===== src/rtl/phase_sequencer.sv =====
// phase_sequencer: multi-cycle instruction phase controller.
// Steps each instruction through FETCH -> DECODE -> (EXEC | MEM) -> WB.
// It can pause after every instruction (step mode), halt between
// instructions on request, and halt with an error if memory stalls too long.
//
// Ports
//   clk, rst_n            clock, synchronous active-low reset
//   start                 begin from IDLE / resume from PAUSE
//   step_mode             pause after each retired instruction
//   halt_req              request halt at the next instruction boundary
//   opcode                instruction opcode (decoding is done upstream)
//   ctl_*                 decoded controls: regWE, accWE, memWE, brnch, mem_sc
//   acc_nz                accumulator is non-zero
//   mem_ready             memory access completes this cycle
//   ir_we .. addr_sel     datapath strobes (combinational)
//   busy, halted, err     status flags
//   state                 registered state encoding
//   instr_cnt             retired-instruction counter (wraps)
module phase_sequencer (
  input  logic        clk,
  input  logic        rst_n,
  input  logic        start,
  input  logic        step_mode,
  input  logic        halt_req,
  input  logic [2:0]  opcode,
  input  logic        ctl_regWE,
  input  logic        ctl_accWE,
  input  logic        ctl_memWE,
  input  logic        ctl_brnch,
  input  logic        ctl_mem_sc,
  input  logic        acc_nz,
  input  logic        mem_ready,
  output logic        ir_we,
  output logic        pc_inc,
  output logic        pc_load,
  output logic        acc_we,
  output logic        reg_we,
  output logic        mem_re,
  output logic        mem_we,
  output logic        addr_sel,
  output logic        busy,
  output logic        halted,
  output logic        err,
  output logic [2:0]  state,
  output logic [15:0] instr_cnt
);

  typedef enum logic [2:0] {
    IDLE   = 3'd0,
    FETCH  = 3'd1,
    DECODE = 3'd2,
    EXEC   = 3'd3,
    MEM    = 3'd4,
    WB     = 3'd5,
    PAUSE  = 3'd6,
    HALT   = 3'd7
  } state_t;

  state_t      state_q, state_d;
  logic [3:0]  wait_q, wait_d;
  logic        halt_pend_q, halt_pend_d;
  logic        err_q, err_d;
  logic [15:0] instr_cnt_q, instr_cnt_d;

  logic mem_phase;
  logic starved;
  logic timeout;
  logic halt_now;

  // Opcode is already decoded into ctl_* upstream; kept on the port list.
  logic unused_opcode;
  assign unused_opcode = ^opcode;

  assign mem_phase = (state_q == FETCH) || (state_q == MEM);
  assign starved   = mem_phase && !mem_ready;
  // 16th consecutive stalled cycle in the same phase.
  assign timeout   = starved && (wait_q == 4'hF);
  // A request arriving in the boundary cycle itself is honoured immediately.
  assign halt_now  = halt_pend_q || halt_req;

  // State and status registers
  always_ff @(posedge clk) begin
    if (!rst_n) begin
      state_q     <= IDLE;
      wait_q      <= '0;
      halt_pend_q <= 1'b0;
      err_q       <= 1'b0;
      instr_cnt_q <= '0;
    end else begin
      state_q     <= state_d;
      wait_q      <= wait_d;
      halt_pend_q <= halt_pend_d;
      err_q       <= err_d;
      instr_cnt_q <= instr_cnt_d;
    end
  end

  // Next-state logic
  always_comb begin
    state_d = state_q;
    unique case (state_q)
      IDLE: begin
        if (halt_req)   state_d = HALT;
        else if (start) state_d = FETCH;
      end
      FETCH: begin
        if (mem_ready)    state_d = DECODE;
        else if (timeout) state_d = HALT;
      end
      DECODE: state_d = ctl_mem_sc ? MEM : EXEC;
      EXEC:   state_d = WB;
      MEM: begin
        if (mem_ready)    state_d = WB;
        else if (timeout) state_d = HALT;
      end
      WB: begin
        if (halt_now)       state_d = HALT;
        else if (step_mode) state_d = PAUSE;
        else                state_d = FETCH;
      end
      PAUSE: begin
        if (halt_now)   state_d = HALT;
        else if (start) state_d = FETCH;
      end
      HALT:    state_d = HALT;
      default: state_d = IDLE;
    endcase
  end

  // Wait timer, sticky flags and retire counter
  always_comb begin
    wait_d      = '0;
    if ((state_d == state_q) && starved) wait_d = wait_q + 4'd1;
    halt_pend_d = halt_pend_q || (halt_req && (state_q != IDLE));
    err_d       = err_q || timeout;
    instr_cnt_d = (state_q == WB) ? instr_cnt_q + 16'd1 : instr_cnt_q;
  end

  // Strobes: combinational from registered state, forced low during reset
  always_comb begin
    ir_we    = 1'b0;
    pc_inc   = 1'b0;
    pc_load  = 1'b0;
    acc_we   = 1'b0;
    reg_we   = 1'b0;
    mem_re   = 1'b0;
    mem_we   = 1'b0;
    addr_sel = 1'b0;
    busy     = 1'b0;
    if (rst_n) begin
      unique case (state_q)
        FETCH: begin
          busy   = 1'b1;
          mem_re = 1'b1;
          ir_we  = mem_ready;
          pc_inc = mem_ready;
        end
        DECODE, EXEC: busy = 1'b1;
        MEM: begin
          busy     = 1'b1;
          addr_sel = 1'b1;
          mem_we   = ctl_memWE;
          mem_re   = !ctl_memWE;
        end
        WB: begin
          busy    = 1'b1;
          acc_we  = ctl_accWE;
          reg_we  = ctl_regWE;
          pc_load = ctl_brnch && acc_nz;
        end
        default: busy = 1'b0;
      endcase
    end
  end

  assign halted    = (state_q == HALT);
  assign err       = err_q;
  assign state     = state_q;
  assign instr_cnt = instr_cnt_q;

endmodule


===== config.mk =====
export PLATFORM = sky130hd
export DESIGN_NAME = phase_sequencer
export DESIGN_NICKNAME = d
export VERILOG_FILES = /design/src/rtl/phase_sequencer.sv
export SDC_FILE = /design/constraint.sdc
export NUM_CORES = 1
export LEC_CHECK = 0
export CAP_MARGIN = 40
export CORE_MARGIN = 2
export CORE_UTILIZATION = 40
export CTS_BUF_LIST = sky130_fd_sc_hd__clkbuf_8
export DETAILED_ROUTE_END_ITERATION = 12
export GPL_ROUTABILITY_DRIVEN = 0
export HOLD_SLACK_MARGIN = 0.05
export PLACE_DENSITY = 0.7
export SYNTH_ARGS = -nofsm -noshare
export SYNTH_HDL_FRONTEND = slang
export SYNTH_SLANG_ARGS = --single-unit

===== constraint.sdc =====
create_clock -name clk -period 2.31 [get_ports clk]
set_input_delay 0.693 -clock clk [delete_from_list [all_inputs] [get_ports clk]]
set_output_delay 0.693 -clock clk [all_outputs]
set_load 0.02 [all_outputs]

=== After elaboration in Yosys (flattened, before gate mapping) ===
Cells that the tools add are included.

* Flip-flop bits (word level): 25
* Input bits: 15
* Output and inout port bits: 30
* Word-level logic and storage cells: 57

* Add/sub/neg operators: 2
* Equal/unequal tests: 9
* Multiplexer cells: 26
* Reduce and logical (&&, ||, !) cells: 15

{| class="wikitable"
|+ Operator list
! cell !! count
|-
| two-way mux 3 bit || 9
|-
| one-hot mux 3 bit (8 select lines) || 1
|-
| adder 16 x 1 -> 16 bit, second input constant || 1
|-
| two-way mux 1 bit || 15
|-
| == test 3 bit, second input constant || 4
|-
| == test 3 x 2 -> 1 bit, second input constant || 2
|-
| logical AND 1 bit || 5
|-
| OR reduction 5 bit || 1
|-
| adder 4 x 1 -> 4 bit, second input constant || 1
|-
| == test 4 bit, second input constant || 1
|-
| logical OR 1 bit || 4
|-
| == test 3 x 1 -> 1 bit, second input constant || 1
|-
| == test 3 bit || 1
|-
| zero test 3 bit || 1
|-
| nonzero test 3 bit || 1
|-
| zero test 1 bit || 2
|-
| one-hot mux 1 bit (2 select lines) || 1
|-
| AND reduction 2 bit || 1
|}

=== Longest topological paths before layout ===
* Depth in word-level cells: 10
* Mapped depth: 6
* Depth with buffers taken out: 6

=== Least setup slack after synthesis ===
OpenSTA, ideal clock, no wires.

* Path type: input to output
* Start point: input port rst_n
* End point: output port mem_we
* Arrival: 1.794 ns
* Path slack: -0.177 ns
* Stages on the path: 4
* Buffers on the path: 1
* Path through: clkbuf_1 -> nand2_1 -> nor3_1 -> and2_1

* Cells in the longest elaborated chain, start to end: 1

{| class="wikitable"
|+ RTL lines
! item !! RTL line !! RTL
|-
| start, declared || 21 || <nowiki>input logic rst_n,</nowiki>
|-
| two-way mux 1 bit || 150 || <nowiki>if (rst_n) begin</nowiki>
|-
| end, declared || 39 || <nowiki>output logic mem_we,</nowiki>
|}

Every way passes these cells.

=== Final worst setup path ===
* Start point: input port ctl_memWE
* End point: output port mem_re

* Cells in the longest elaborated chain, start to end: 3

{| class="wikitable"
|+ RTL lines
! item !! RTL line !! RTL
|-
| start, declared || 28 || <nowiki>input logic ctl_memWE,</nowiki>
|-
| zero test 1 bit || 163 || <nowiki>mem_re = !ctl_memWE;</nowiki>
|-
| one-hot mux 1 bit (2 select lines) || 151 || <nowiki>unique case (state_q)</nowiki>
|-
| two-way mux 1 bit || 150 ||
|-
| end, declared || 38 || <nowiki>output logic mem_re,</nowiki>
|}

Every way passes these cells.

==> results.py <==
metrics = {
    "global_routing": {
        "antenna_found_initial": 0,
        "first_global_vias": 1328,
        "track_usage": 0.179,
        "grt_max_degree": 16,
        "grt_overflow_total": 0,
        "grt_pass1_wl_um": 5920,
    },
    "place": {
        "io_buffer_count": 41,
        "dp_hpwl_um": 2750,
        "placed_cell_area_um2": 2020,
        "pre_cts_slack_ns": -0.681,
    },
    "worst_setup_path": {
        "slowest_delay_ns": 0.49,
        "crit_family": "buffers and inverters",
        "rr_startpoint": "state[0]$_SDFF_PN0_",
        "cp_data_required_time_ns": 1.62,
        "crit_slowest_cell": "clkdlybuf4s50_1",
        "crit_start": "ctl_memWE",
        "crit_type": "input port to output port",
        "timing.rr.end": "wait_q[1]$_SDFF_PN0_",
        "path_cells": "clkdlybuf4s50_1 > o21ai_1 > and3_1 > buf_4",
        "cp.arrival_ns": 1.60,
        "crit_path_max_fanout": 2,
        "rr_worst_depth": 7,
        "cp-end-kind": "output port",
        "path_buf_inv": 2,
        "critPathLaunchType": "input port",
        "r2r_setup_slack_ns": 0.39,
    },
    "route": {
        "vias": 1353,
        "post-route-drc-count": 0,
        "avgRoutedWirePerCell_um": 13.7,
        "wirelength_um": 3580,
        "postRouteAntennaNets": 0,
        "first_iter_violations": 42,
        "drtPass1Iterations": 4,
        "routed_via_density": 5.18,
    },
    "floorplanning": {
        "die_y_um": 63.9,
        "die-area_um2": 4080,
        "placementRows": 21,
        "die_x_um": 63.9,
        "fp.coreArea_um2": 3390,
        "top_level_ports": 45,
        "start_util": 0.423,
    },
    "pwr": {
        "ir_drop_v": 0.000668,
        "p_leak_uw": 0.000844,
        "powerDensity_nw_per_um2": 836,
    },
    "finish": {
        "final_net_count": 233,
        "drive_gt1_frac": 0.233,
        "final_area_um2": 2040,
        "regArea_um2": 502,
        "area_growth_pct": 42.5,
        "multi_input_area_um2": 890,
        "diodes": 0,
        "fill_cells": 286,
    },
    "cts": {
        "post_cts_buffers": 0,
        "htree_levels": 1,
        "numCtsBuffers": 3,
        "insertion_delay_ns": 0.27,
        "clk_pin_slew_ns": 0.09,
        "clockBufferDepth": 2,
        "cts_num_sinks": 25,
        "root_buffer": "clkbuf_8",
        "cts_tree": "done",
    },
    "yosys": {
        "yosys_warnings": 0,
        "syn_area_per_cell_um2": 9.08,
        "synth_cells": 158,
        "synth_top_area_cell": "dfxtp_1",
        "synthesis.area_um2": 1430,
        "synth_seq_cells": 25,
        "yosysTopAreaCellShare": 0.349,
        "ys_top_cells_by_area": "dfxtp_1 (35%), xnor2_1 (6.7%), and2_1 (5.7%), and3_1 (3.5%), nand2_1 (3.1%)",
        "synth-seq-area-share": 0.349,
        "syn_nets": 175,
        "synth_cell_type_count": 45,
    },
    "sta": {
        "finalSetupViolCount": 0,
        "max_slew_margin": 0.719,
        "setup_ws_ns": 0.0214,
        "clock.fmax_mhz": 437,
        "tightest_slew_ns": 0.420,
        "clock_skew_ns": 0.00341,
        "min_period_over_period": 0.991,
        "finalHoldViolCount": 0,
        "rsz0062_at_grt": "no",
        "drv_slew": 0,
        "period_needed_ns": 2.29,
    },
    "worst_hold_path": {
        "min_to": "wait_q[0]$_SDFF_PN0_",
        "hold_path_class": "flop to flop",
        "holdPathStages": 1,
        "hp-start": "wait_q[0]$_SDFF_PN0_",
    },
    "run_status": {
        "outcome": "finished, final reports clean",
    },
    "run": {
        "drv_cap": 0,
    },
}
-- layout by cell type, fill, tap and decap left out, drive strengths merged, types with 2 or more instances in the layout --
cell type / Yosys / layout
clkdlybuf4s50: 0 / 28
dfxtp: 25 / 25
buf: 6 / 24
and2: 13 / 13
nand2: 12 / 12
xnor2: 11 / 11
and3: 10 / 10
nor3: 10 / 10
o21ai: 8 / 8
clkbuf: 3 / 7
nand4: 6 / 6
nor2: 4 / 4
nor3b: 4 / 4
or3: 4 / 4
a21oi: 4 / 4
a21boi: 4 / 4
nand3: 3 / 3
xor2: 3 / 3
dlygate4sd2: 0 / 3
inv: 2 / 2
nand2b: 2 / 2
nor2b: 2 / 2
o32ai: 2 / 2
o21a: 2 / 2
a211oi: 2 / 2
nor4: 2 / 2
nor4bb: 2 / 2
ha: 2 / 2
nor4b: 2 / 2
clkdlybuf4s15: 0 / 2
-- flip-flops by register name, summed over array words and instances, names as in the netlist --
name / count
wait_q: 4
err: 1
state: 3
halt_pend_q: 1
instr_cnt: 16
-- through the flow --
step	power [uW]	hold slack, ns	util	TNS [ns]	instances
after floorplan	1050	0.444	-	0	158
after global placement	1420	0.454	0.595	-5.66	257
after detailed placement	1440	0.458	0.595	-5.98	257
after CTS	1700	0.479	0.608	0	261
after global routing	1810	0.501	0.603	0	261
final	1710	0.474	0.603	0	261
-- cells by family after synthesis --
| logic type | after synthesis | share of synthesized area |
|---|---|---|
| adder cells (fa/ha/maj) | 2 | 0.0174 |
| flip-flops | 25 | 0.349 |
| AND/OR/NAND/NOR | 80 | 0.380 |
| AO/OA/AOI/OAI | 26 | 0.127 |
| XOR/XNOR | 14 | 0.0855 |
| buffers and inverters | 11 | 0.0410 |
-- worst max-delay path by stage --
| stage | slack [ns] | cells past startpoint | endpoint |
|---|---|---|---|
| after CTS | 0.005 | 3 | acc_we |
| after global routing | 0.001 | 4 | mem_re |
| after detailed placement | -0.68 | 4 | pc_load |
| after floorplan | 0.03 | 4 | mem_we |
| final | 0.02 | 4 | mem_re |
| after global placement | -0.65 | 4 | pc_load |
-- Yosys cell counts --
| cell | n |
|---|---|
| a211o_1 | 1 |
| a211oi_1 | 1 |
| a211oi_2 | 1 |
| a21boi_0 | 2 |
| a21boi_1 | 2 |
| a21o_1 | 1 |
| a21oi_1 | 3 |
| a21oi_2 | 1 |
| a31oi_1 | 1 |
| and2_1 | 13 |
| and3_1 | 8 |
| and3_2 | 1 |
| and3_4 | 1 |
| and3b_4 | 1 |
| and4_1 | 1 |
| buf_2 | 2 |
| buf_4 | 4 |
| clkbuf_1 | 3 |
| dfxtp_1 | 25 |
| ha_1 | 2 |
| inv_1 | 2 |
| nand2_1 | 12 |
| nand2b_1 | 2 |
| nand3_1 | 3 |
| nand3b_1 | 1 |
| nand4_1 | 4 |
| nand4_4 | 2 |
| nor2_1 | 4 |
| nor2b_1 | 2 |
| nor3_1 | 8 |
| nor3_2 | 2 |
| nor3b_1 | 4 |
| nor4_1 | 2 |
| nor4b_2 | 1 |
| nor4b_4 | 1 |
| nor4bb_1 | 2 |
| o21a_1 | 2 |
| o21ai_0 | 8 |
| o31ai_2 | 1 |
| o32ai_1 | 2 |
| or2b_1 | 1 |
| or3_1 | 3 |
| or3_4 | 1 |
| xnor2_1 | 11 |
| xor2_1 | 3 |
-- power breakdown --
group / internal, uW / switching (uW)
logic: 435 / 471
clock network: 122 / 148
registers: 472 / 60.0
total: 1030 / 679
-- final cells by class --
cell class              count  area share
clock buffers               3      0.0202
clock inverters             1     0.00367
inverters                   2     0.00367
multi-input cells         122       0.435
flip-flops and latches     25       0.246
well taps                  46      0.0282
repair buffers             62       0.263
-- per-layer routing --
| layer | wire length [um] | track usage | vias up |
|---|---|---|---|
| met4 | 23 | 0.0489 | 0 |
| met3 | 162 | 0.0282 | 4 |
| li1 | - | - | 680 |
| met5 | 0 | 0 | - |
| met1 | 1660 | 0.221 | 631 |
| met2 | 1740 | 0.320 | 38 |
-- repair_timing --
item	in CTS	in global routing
gates resized for setup	29	9
pin swaps	1	0
hold buffers	0	0
endpoints found under the setup margin	11	10
(Power assumes the default switching activity.)
